### src/rtl/vend_pkg.sv
// Shared types and helpers for the vending controller slice.
package vend_pkg;

  typedef enum logic [1:0] {
    IDLE     = 2'd0,
    CHECK    = 2'd1,
    DISPENSE = 2'd2,
    ERROR    = 2'd3
  } state_t;

  localparam int unsigned N_SLOTS     = 4;
  localparam int unsigned DEF_PRICE_W = 8;
  localparam int unsigned DEF_STOCK_W = 4;
  localparam int unsigned MAX_PRICE_W = 32;
  localparam int unsigned PIDX_W      = $clog2(N_SLOTS * MAX_PRICE_W);

  // Extracts slot idx from a flat price vector packed at stride w (w <= MAX_PRICE_W).
  function automatic logic [MAX_PRICE_W-1:0] price_at(
    input logic [N_SLOTS*MAX_PRICE_W-1:0] prices,
    input int unsigned                    w,
    input logic [1:0]                     idx
  );
    logic [MAX_PRICE_W-1:0] p;
    logic [PIDX_W-1:0]      bi;
    p  = '0;
    bi = '0;
    for (int unsigned b = 0; b < MAX_PRICE_W; b++) begin
      if (b < w) begin
        bi = PIDX_W'(32'(idx) * w + b);
        p[b] = prices[bi];
      end
    end
    return p;
  endfunction

  function automatic logic [N_SLOTS-1:0] slot_onehot(input logic [1:0] idx);
    return N_SLOTS'(1) << idx;
  endfunction

endpackage

### src/rtl/vend_controller_slot_arbiter.sv
// Slot request arbiter: round-robin when VEND_RR_EN is defined, else fixed lowest-index priority.
module slot_arbiter
  import vend_pkg::*;
(
  input  logic [N_SLOTS-1:0] req,
  input  logic [1:0]         ptr,
  output logic               grant_valid,
  output logic [1:0]         grant_idx
);

  logic       found;
  logic [1:0] cand;

`ifdef VEND_RR_EN
  logic [1:0] start;

  always_comb begin
    start       = ptr + 2'd1;
    grant_valid = |req;
    grant_idx   = '0;
    found       = 1'b0;
    cand        = start;
    for (int unsigned i = 0; i < N_SLOTS; i++) begin
      cand = start + 2'(i);
      if (!found && req[cand]) begin
        grant_idx = cand;
        found     = 1'b1;
      end
    end
  end
`else
  logic unused_ptr;
  assign unused_ptr = ^ptr;

  always_comb begin
    grant_valid = |req;
    grant_idx   = '0;
    found       = 1'b0;
    cand        = '0;
    for (int unsigned i = 0; i < N_SLOTS; i++) begin
      cand = 2'(i);
      if (!found && req[cand]) begin
        grant_idx = cand;
        found     = 1'b1;
      end
    end
  end
`endif

endmodule

### src/rtl/vend_controller.sv
// Vending sequencer: pending buy requests, arbitration, stock/balance check, deduct and dispense.
// Optional round-robin grant selected by VEND_RR_EN (see slot_arbiter).
module vend_controller
  import vend_pkg::*;
#(
  parameter int unsigned                   PRICE_W     = DEF_PRICE_W,
  parameter logic [N_SLOTS*PRICE_W-1:0]    PRICES      = {8'd20, 8'd15, 8'd10, 8'd5},
  parameter int unsigned                   STOCK_W     = DEF_STOCK_W,
  parameter int unsigned                   INIT_STOCK  = 5,
  parameter int unsigned                   DISP_CYCLES = 3
) (
  input  logic               clk,
  input  logic               reset_n,
  input  logic [N_SLOTS-1:0] buy_pulse,
  input  logic [PRICE_W-1:0] balance,
  input  logic               restock,
  output logic               deduct,
  output logic [PRICE_W-1:0] deduct_amt,
  output logic [N_SLOTS-1:0] dispense,
  output logic               busy,
  output logic               err_funds,
  output logic               err_stock,
  output logic [N_SLOTS-1:0] stock_empty
);

  localparam int unsigned CNT_W = ($clog2(DISP_CYCLES) > 0) ? $clog2(DISP_CYCLES) : 1;

  state_t             state, state_nxt;
  logic [N_SLOTS-1:0] pending, pending_nxt;
  logic [1:0]         sel, sel_nxt;
  logic [1:0]         rr_ptr;
  logic [CNT_W-1:0]   cnt, cnt_nxt;
  logic [STOCK_W-1:0] stock [N_SLOTS];
  logic [STOCK_W-1:0] stock_nxt [N_SLOTS];
  logic               deduct_nxt, err_funds_nxt, err_stock_nxt;
  logic [PRICE_W-1:0] deduct_amt_nxt, price_sel;
  logic [N_SLOTS-1:0] dispense_nxt;
  logic               grant_valid, grant_take;
  logic [1:0]         grant_idx;

  slot_arbiter u_arb (
    .req         (pending),
    .ptr         (rr_ptr),
    .grant_valid (grant_valid),
    .grant_idx   (grant_idx)
  );

`ifdef VEND_RR_EN
  always_ff @(posedge clk or negedge reset_n) begin
    if (!reset_n)        rr_ptr <= 2'd3;
    else if (grant_take) rr_ptr <= grant_idx;
  end
`else
  assign rr_ptr = 2'd3;
`endif

  assign price_sel = PRICE_W'(price_at((N_SLOTS*MAX_PRICE_W)'(PRICES), PRICE_W, sel));
  assign busy      = (state != IDLE);

  always_comb begin
    stock_empty = '0;
    for (int unsigned i = 0; i < N_SLOTS; i++) stock_empty[i] = (stock[i] == '0);
  end

  always_ff @(posedge clk or negedge reset_n) begin
    if (!reset_n) begin
      state      <= IDLE;
      pending    <= '0;
      sel        <= '0;
      cnt        <= '0;
      deduct     <= 1'b0;
      deduct_amt <= '0;
      dispense   <= '0;
      err_funds  <= 1'b0;
      err_stock  <= 1'b0;
      for (int unsigned i = 0; i < N_SLOTS; i++) stock[i] <= STOCK_W'(INIT_STOCK);
    end else begin
      state      <= state_nxt;
      pending    <= pending_nxt;
      sel        <= sel_nxt;
      cnt        <= cnt_nxt;
      deduct     <= deduct_nxt;
      deduct_amt <= deduct_amt_nxt;
      dispense   <= dispense_nxt;
      err_funds  <= err_funds_nxt;
      err_stock  <= err_stock_nxt;
      for (int unsigned i = 0; i < N_SLOTS; i++) stock[i] <= stock_nxt[i];
    end
  end

  always_comb begin
    state_nxt = state;
    unique case (state)
      IDLE:     if (grant_valid) state_nxt = CHECK;
      CHECK:    state_nxt = ((stock[sel] == '0) || (balance < price_sel)) ? ERROR : DISPENSE;
      DISPENSE: if (cnt == '0) state_nxt = IDLE;
      ERROR:    state_nxt = IDLE;
      default:  state_nxt = IDLE;
    endcase
  end

  always_comb begin
    deduct_nxt     = 1'b0;
    deduct_amt_nxt = '0;
    err_funds_nxt  = 1'b0;
    err_stock_nxt  = 1'b0;
    dispense_nxt   = dispense;
    cnt_nxt        = cnt;
    sel_nxt        = sel;
    grant_take     = 1'b0;
    stock_nxt      = stock;
    unique case (state)
      IDLE: begin
        if (grant_valid) begin
          sel_nxt    = grant_idx;
          grant_take = 1'b1;
        end
      end
      CHECK: begin
        if (stock[sel] == '0) begin
          err_stock_nxt = 1'b1;
        end else if (balance < price_sel) begin
          err_funds_nxt = 1'b1;
        end else begin
          deduct_nxt     = 1'b1;
          deduct_amt_nxt = price_sel;
          dispense_nxt   = slot_onehot(sel);
          stock_nxt[sel] = stock[sel] - STOCK_W'(1);
          cnt_nxt        = CNT_W'(DISP_CYCLES - 1);
        end
      end
      DISPENSE: begin
        if (cnt == '0) dispense_nxt = '0;
        else           cnt_nxt      = cnt - CNT_W'(1);
      end
      default: ;
    endcase
    // Buy set wins over grant clear; restock wins over a coincident decrement.
    pending_nxt = (pending & ~(grant_take ? slot_onehot(grant_idx) : '0)) | buy_pulse;
    if (restock) begin
      for (int unsigned i = 0; i < N_SLOTS; i++) stock_nxt[i] = STOCK_W'(INIT_STOCK);
    end
  end

endmodule

### config.mk
export PLATFORM = sky130hd
export DESIGN_NAME = vend_controller
export DESIGN_NICKNAME = d
export VERILOG_FILES = /design/src/rtl/vend_pkg.sv /design/src/rtl/vend_controller_slot_arbiter.sv /design/src/rtl/vend_controller.sv
export SDC_FILE = /design/constraint.sdc
export NUM_CORES = 1
export LEC_CHECK = 0
export CORE_MARGIN = 4
export CORE_UTILIZATION = 49
export CTS_BUF_LIST = sky130_fd_sc_hd__clkbuf_4 sky130_fd_sc_hd__clkbuf_8
export CTS_CLUSTER_SIZE = 24
export DETAILED_ROUTE_END_ITERATION = 12
export PLACE_DENSITY = 0.78
export SYNTH_ARGS = -nofsm -noshare
export SYNTH_HDL_FRONTEND = slang
export SYNTH_HIERARCHICAL = 1
export SYNTH_SLANG_ARGS = --single-unit
### constraint.sdc
create_clock -name clk -period 2.5 [get_ports clk]
set_input_delay 0.625 -clock clk [delete_from_list [all_inputs] [get_ports clk]]
set_output_delay 0.625 -clock clk [all_outputs]
set_load 0.05 [all_outputs]
## Yosys cells after proc, flatten, opt, wreduce, memory -nomap -nowiden

Memory sizes are Yosys's and may differ from the RTL's.
Cells that the tools add are included.

- $add $sub $neg: 9
- Order comparisons: 11
- Equality and inequality tests: 10
- Shift operators: 2
- Mux-type cells: 51
- Bitwise logic cells: 4
- Reductions and logical operators: 24

Operator list:

| cell | number |
|---|---|
| two-way mux 16 bit | 4 |
| < comparator 6 x 8 -> 1 bit, second input constant | 7 |
| two-way mux 4 bit | 7 |
| adder 5 x 3 -> 6 bit, second input constant | 4 |
| two-way mux 8 bit | 3 |
| two-way mux 1 bit | 23 |
| zero test 4 bit | 5 |
| bitwise mux 16 bit | 1 |
| two-way mux 2 bit | 7 |
| inequality test 2 bit, second input constant | 7 |
| adder 5 x 2 -> 6 bit, second input constant | 2 |
| binary-select mux 4 bit (select 2 bit) | 1 |
| demux 4 bit (select 2 bit) | 1 |
| < comparator 5 x 8 -> 1 bit, second input constant | 1 |
| < comparator 8 bit | 1 |
| case mux 2 bit (4 select lines) | 1 |
| case mux 4 bit (2 select lines) | 1 |
| AND reduction 4 bit | 2 |
| left shift 1 x 2 -> 4 bit, first input constant | 2 |
| adder 5 x 1 -> 6 bit, second input constant | 1 |
| nonzero test 2 bit | 3 |
| AND 4 bit | 1 |
| equality test 2 bit, second input constant | 2 |
| logical AND 1 bit | 4 |
| 16 further kinds | 20 |

- Register bits: 41
- Bits in read-only memories: 896
- Bits of input ports: 15
- Output and inout bits: 20
- Word-level logic and storage cells: 131
- Memories: 7

Memory list:

| memory | depth | bits a word | read ports | clocked after Yosys merged registers in | wr ports | line | text |
|---|---|---|---|---|---|---|---|
| (no name shown) | 128 | 1 | 1 | 0 | 0 | vend_pkg.sv:30 | `p[b] = prices[bi];` |
| (no name shown) | 128 | 1 | 1 | 0 | 0 | vend_pkg.sv:30 |  |
| (no name shown) | 128 | 1 | 1 | 0 | 0 | vend_pkg.sv:30 |  |
| (no name shown) | 128 | 1 | 1 | 0 | 0 | vend_pkg.sv:30 |  |
| (no name shown) | 128 | 1 | 1 | 0 | 0 | vend_pkg.sv:30 |  |
| (no name shown) | 128 | 1 | 1 | 0 | 0 | vend_pkg.sv:30 |  |
| 1 more memories | n/a | n/a | n/a | n/a | n/a | n/a |  |

## Logic depth before layout (Yosys ltp)

- Word-level depth: 15
- Depth in mapped cells: 12
- Mapped depth without buffers: 10

## Modules after synthesis

Netlist, hierarchy kept.

Modules (own cells, without submodules):

| module | times used | cells an instance | area an instance (sq um) | seq. area each (sq um) |
|---|---|---|---|---|
| vend_controller | 1 | 179 | 2018.2 | 935.9 |
| slot_arbiter | 1 | 7 | 35.0 | 0.0 |

## Worst setup path before layout

Ideal clock, no wire load.

- Path kind: flip-flop to output port
- Start: register stock[12] in the netlist's numbering
- End: output port stock_empty[0]
- Arrival time: 1898 ps
- Data required time: 1875 ps
- Path slack: -23 ps
- Cell stages (with the launch flop): 2
- Buffers on the path: 0
- Cells stage by stage: dfstp_2 -> nor4_1

- Word-level cells in the longest chain between the ends: 1

RTL lines:

| element | line | text |
|---|---|---|
| start: declaration | vend_controller.sv:33 | `logic [STOCK_W-1:0] stock [N_SLOTS];` |
| zero test 4 bit | vend_controller.sv:62 | `for (int unsigned i = 0; i < N_SLOTS; i++) stock_empty[i] = (stock[i] == '0);` |
| end: declaration | vend_controller.sv:23 | `output logic [N_SLOTS-1:0] stock_empty` |

No other way between the ends.

## Final worst setup path

- Start: register sel[0]
- End: register stock[5] in the netlist's numbering

- Word-level cells in the longest chain between the ends: 10
- Elaborated cells on any way between the ends: 43
- Those cells by class: add/sub (8); order compare (3); eq/ne (2); mux (19); bitwise (1); reduce/logical (3); memory (7)

RTL lines:

| element | line | text |
|---|---|---|
| start: declaration | vend_controller.sv:30 | `logic [1:0] sel, sel_nxt;` |
| start signal: assignment | vend_controller.sv:80 | `sel <= sel_nxt;` |
| branches (longest 10 deep; another with < comparator 8 bit) | n/a |  |

Parallel ways; which one is timed is not known. The select of a mux whose other input is x is not followed.
A chain may end at the register's enable or synchronous reset.

==> key figures <==
Outcome
  • Run status: complete, no violations

Synthesis
  • Synth Instances: 185
  • Syn Area/Cell: 11.1 µm²
  • Yosys warns: 6
  • Synth Cell Area: 2050 µm²

Worst setup path
  • Worst path cell trace: inv_2, ha_4, inv_1, ha_1, a31oi_1, and2_1, a21o_4, nor3b_4, mux2_4
  • CP Launch Type: flip-flop
  • Max stage delay on crit path: 0.41 ns
  • CP delay by family, top: adder cells
  • Max FO, Critical Path: 4
  • Critical path data arrival time: 2.52 ns
  • Buf/Inv on CP: 2
  • WS Path Type: flip-flop to flip-flop
  • CP required: 2.67 ns
  • R2R depth: 9
  • Worst path depth: 9
  • R2r setup slk: 0.15 ns
  • CP endpoint kind: flip-flop
  • Critical path's slowest cell: dfrtp_1

Global routing
  • First-pass GRT wire length: 7.30 mm
  • Number of global-route vias before repair: 1536
  • Largest net degree at the start of global routing: 38
  • Initial antenna violation count: 0
  • GRT Total Usage: 0.182
  • Total gr overflow: 0

Clock tree
  • Num CTS Buffers: 5
  • Clock root buffer: clkbuf_8
  • H-Tree Depth: 2
  • Clk_lat worst skew: 0.29 ns
  • Clock transition at path regs: 0.07 ns
  • TritonCTS clock tree: built
  • Hold Buf Count CTS: 0
  • Sink Count: 37
  • Max Buffers Root-to-Sink: 2

Timing
  • Tcrit/Tclk final: 0.940
  • Clk_skew: 0.00573 ns
  • Worst setup margin: 0.149 ns
  • Unrepaired setup endpoints after global routing: no
  • Final Hold Viols: 0
  • Relative slew slack: 0.663
  • Worst slew pin tran: 0.504 ns
  • Period minus WS final: 2.35 ns
  • Fmax: 425 MHz
  • Endpoints failing setup: 0
  • Fin Hold WS: 0.503 ns
  • Count of pins over their slew limit: 0

Detailed routing
  • Number of routed nets with antenna violations: 0
  • Final wirelength: 4.50 mm
  • Vias: 1539
  • Pre-Repair DR Iteration Count: 4
  • Routed len/inst: 15.9 µm
  • # DRC: 0
  • Initial DRC Count: 153
  • Vias per Instance: 5.42

Die
  • Die Width: 72.7 µm
  • Initial Util: 0.509
  • Row count: 23
  • CORE AREA: 4030 µm²
  • Num ports: 35
  • Die ar.: 5280 µm²
  • Die extent in y: 72.7 µm

Hold path
  • WHS Path Cells: 1
  • Hold/Removal Path Class: flip-flop to flip-flop

Finish
  • Design Area, Final: 2630 µm²
  • Layout cell share with drive strength beyond 1: 0.278
  • # nets final: 259
  • P&R area growth vs syn: 28.1%
  • # diodes: 0
  • Final Util: 0.652
  • Final non-filler cell total: 284

Placed design
  • Hpwl dp: 3.25 mm
  • GP Congestion: 0.976
  • Cell count after placement: 272
  • # port buffers: 31
  • Pre-CTS WS: -0.120 ns
  • Dpl cell area: 2480 µm²

Power and ir drop
  • Leak: 1.10 nW
  • Pwr Density: 927 nW/µm²
  • VDD IR max: 0.000496 V

Run
  • Max_cap viols: 0
layout by cell type (no fill, tap or decap), types with 4 or more instances in the layout:
master	instances
inv_1	10
dfstp_2	8
o21ai_0	8
nor2b_1	4
nor4_2	4
buf_4	17
nand2_1	13
dfrtp_1	29
clkdlybuf4s50_1	27
ha_1	9
nor2_1	20
clkbuf_8	5
mux2i_1	13
stage by stage:
step                setup TNS, ns  power (mW)
floorplan                       0        1.63
global placement           -0.846        1.96
detailed placement          -1.31        1.98
CTS                             0        2.40
global route                    0        2.59
finish                          0        2.43
timing repair:
item                       CTS  global route
pin swaps                    0             6
setup buffers                0             4
gates resized for setup      1             9
setup endpoints to repair    1            20
cell type report:
type                    count  area (µm²)
fillers                   325        1400
clock inverters             2        10.0
repair buffers             47         440
inverters                  12        45.0
well taps                  50        62.6
flip-flops and latches     37         936
clock buffers               6        76.3
multi-input cells         130        1050
registers in the layout, indices dropped and copies added, names as in the netlist:
register and count:
deduct_amt 4, stock 16, state 2, err_stock 1
pending 4, dispense 4, err_funds 1, deduct 1
cnt 2, sel 2
per-layer routing:
layer | up-vias | part of all wire | global-route usage
met5 | - | 0 | 0
met4 | 0 | 0.011 | 0.0635
met3 | 5 | 0.064 | 0.0413
met2 | 53 | 0.48 | 0.300
met1 | 745 | 0.45 | 0.237
li1 | 736 | - | -
path summary, 6_finish.rpt:
check                      startpoint          to
hold reg to reg            pending[2]  pending[2]
setup reg to reg               sel[0]    stock[5]
min in group asynchronous     reset_n  pending[0]
hold / removal             pending[2]  pending[2]
max in group asynchronous     reset_n    stock[0]
setup / recovery               sel[0]    stock[5]
power breakdown:
part	leakage, nW	internal (mW)	total, mW	switching, mW
combinational	0.592	0.506	1.20	0.693
clock	0.0484	0.204	0.410	0.206
sequential	0.455	0.733	0.823	0.0903
(Power assumes the default switching activity.)
==> variant: new RTL, same flow settings <==
`pending` no longer has a reset.
--- a/src/rtl/vend_controller.sv
+++ b/src/rtl/vend_controller.sv
@@ -66,5 +66,4 @@
     if (!reset_n) begin
       state      <= IDLE;
-      pending    <= '0;
       sel        <= '0;
       cnt        <= '0;
@@ -77,5 +76,4 @@
     end else begin
       state      <= state_nxt;
-      pending    <= pending_nxt;
       sel        <= sel_nxt;
       cnt        <= cnt_nxt;
@@ -87,4 +85,8 @@
       for (int unsigned i = 0; i < N_SLOTS; i++) stock[i] <= stock_nxt[i];
     end
+  end
+
+  always_ff @(posedge clk) begin
+    pending <= pending_nxt;
   end
 
Function: changed (a bounded check fails within 4 cycles, from zero or initial values and one cycle with reset_n low).
==> variant against the unedited design <==
Global-route usage up 1.5 points. Final area up 3.0%. Core utilization up 6.5 points. Routed wire length up 12%. Sequential share of layout area down 1.8 points. Worst setup slack worse by 140 ps. Sequential cell count unchanged. Area after synthesis down 3.4%. Power up 9.1%. Largest power group unchanged.
==> variant: results (changes against the unedited design) <==
Clock Latency Late Sink 300 ps; clock root buffer clkbuf_8 (unchanged); GRT Overall Usage 19.75% (was 18.24%); Slowest-stage cell, CP mux4_2 (was dfrtp_1); largest reg by FF count stock (unchanged); critical path arrival 2710 ps (was 2520 ps); yosys warns 6 (unchanged); Final nets 259 (unchanged); drt wl/cell 17.90 um (was 15.86 um); Tightest Hold Check Type reg -> reg (unchanged); clk slew on worst S/H paths 80 ps; max reg flops 16 (unchanged); Vias 1552 (was 1539); outcome completed (unchanged); cts bufs inserted 5 (unchanged); Placed Instance Area 0.002405 mm2 (was 0.002480 mm2); fraction of layout cells with a size suffix above 1 32.05% (was 27.78%); Top delay family on crit path multiplexers (was adder cells); initial drt markers 131 (was 153); Ant. Diodes 0 (unchanged); CTS H-Tree Depth 2 (unchanged); CP max stage delay 520 ps (was 410 ps); critical path fanouts, max 6 (was 4); DP Wirelength 3490 um (was 3248 um); syn_area_per_cell 10.94 um2 (was 11.08 um2); leak pwr 0.001199 uW (was 0.001095 uW); placer congestion estimate 0.8014 (was 0.9763); Setup Skew 10.72 ps (was 5.731 ps); met2 WL 2609 um (was 2140 um); met1 wire length 2085 um (was 2021 um); Max clock buf depth 2 (unchanged); via/cell ratio 5.504 (was 5.419); highest layer used for signal routing met4 (unchanged); DRT Pass-1 Iters 4 (unchanged); largest net degree at the start of global routing 34 (was 38); port bufs 31 (unchanged); Inst Count DP 266 (was 272); DR WL met3 220 um (was 290 um); first-pass GRT wire length 7859 um (was 7300 um); maximum vdd drop 0.6346 mV (was 0.4957 mV); Slew headroom 54.64% (was 66.32%); initial antenna violation count 0 (unchanged); fillers 253 (was 325)
variant: power by group:
| group | switching [uW] | total (uW) | internal [uW] |
|---|---|---|---|
| Clock | 223 | 559 | 336 |
| Combinational | 751 | 1270 | 522 |
| Sequential | 97.7 | 822 | 724 |
| Total | 1070 | 2650 | 1580 |
variant: layout make-up:
class	count	area, um2	share of cell area [%]
multi-input cells	124	1071	39.63
clock buffers	7	90.09	3.333
inverters	13	51.30	1.898
repair buffers	52	484.2	17.92
clock inverters	1	30.03	1.111
well taps	48	60.06	2.222
flip-flops and latches	37	915.9	33.89
variant: worst paths after layout:
kind,end,startpoint,slack [ps],cells past startpoint
hold reg to reg,pending[2],pending[2],480,1
min in group asynchronous,deduct_amt[2],reset_n,720,2
setup / recovery,stock[0],sel[0],5,9
hold / removal,pending[2],pending[2],480,1
setup reg to reg,stock[0],sel[0],5,9
max in group asynchronous,stock[6],reset_n,1460,2
variant: repair_timing:
item	4_1_cts	5_1_grt
endpoints found under the setup margin	23	20
setup buffers	2	6
hold endpoints to repair	0	0
gates resized for setup	12	12
pin swaps	2	7
variant: metal layers:
metal	track usage [%]	up-vias
li1	-	727
met1	22.40	772
met2	34.08	39
met3	5.750	14
met4	9.186	0
met5	0	-
variant: per-stage QoR:
stage	power (uW)	worst slack (ps)
after floorplan	1563	4.302
after global placement	1838	-374.1
after detailed placement	1887	-479.7
after CTS	2536	8.403
after global routing	2812	-87.88
final	2654	4.917
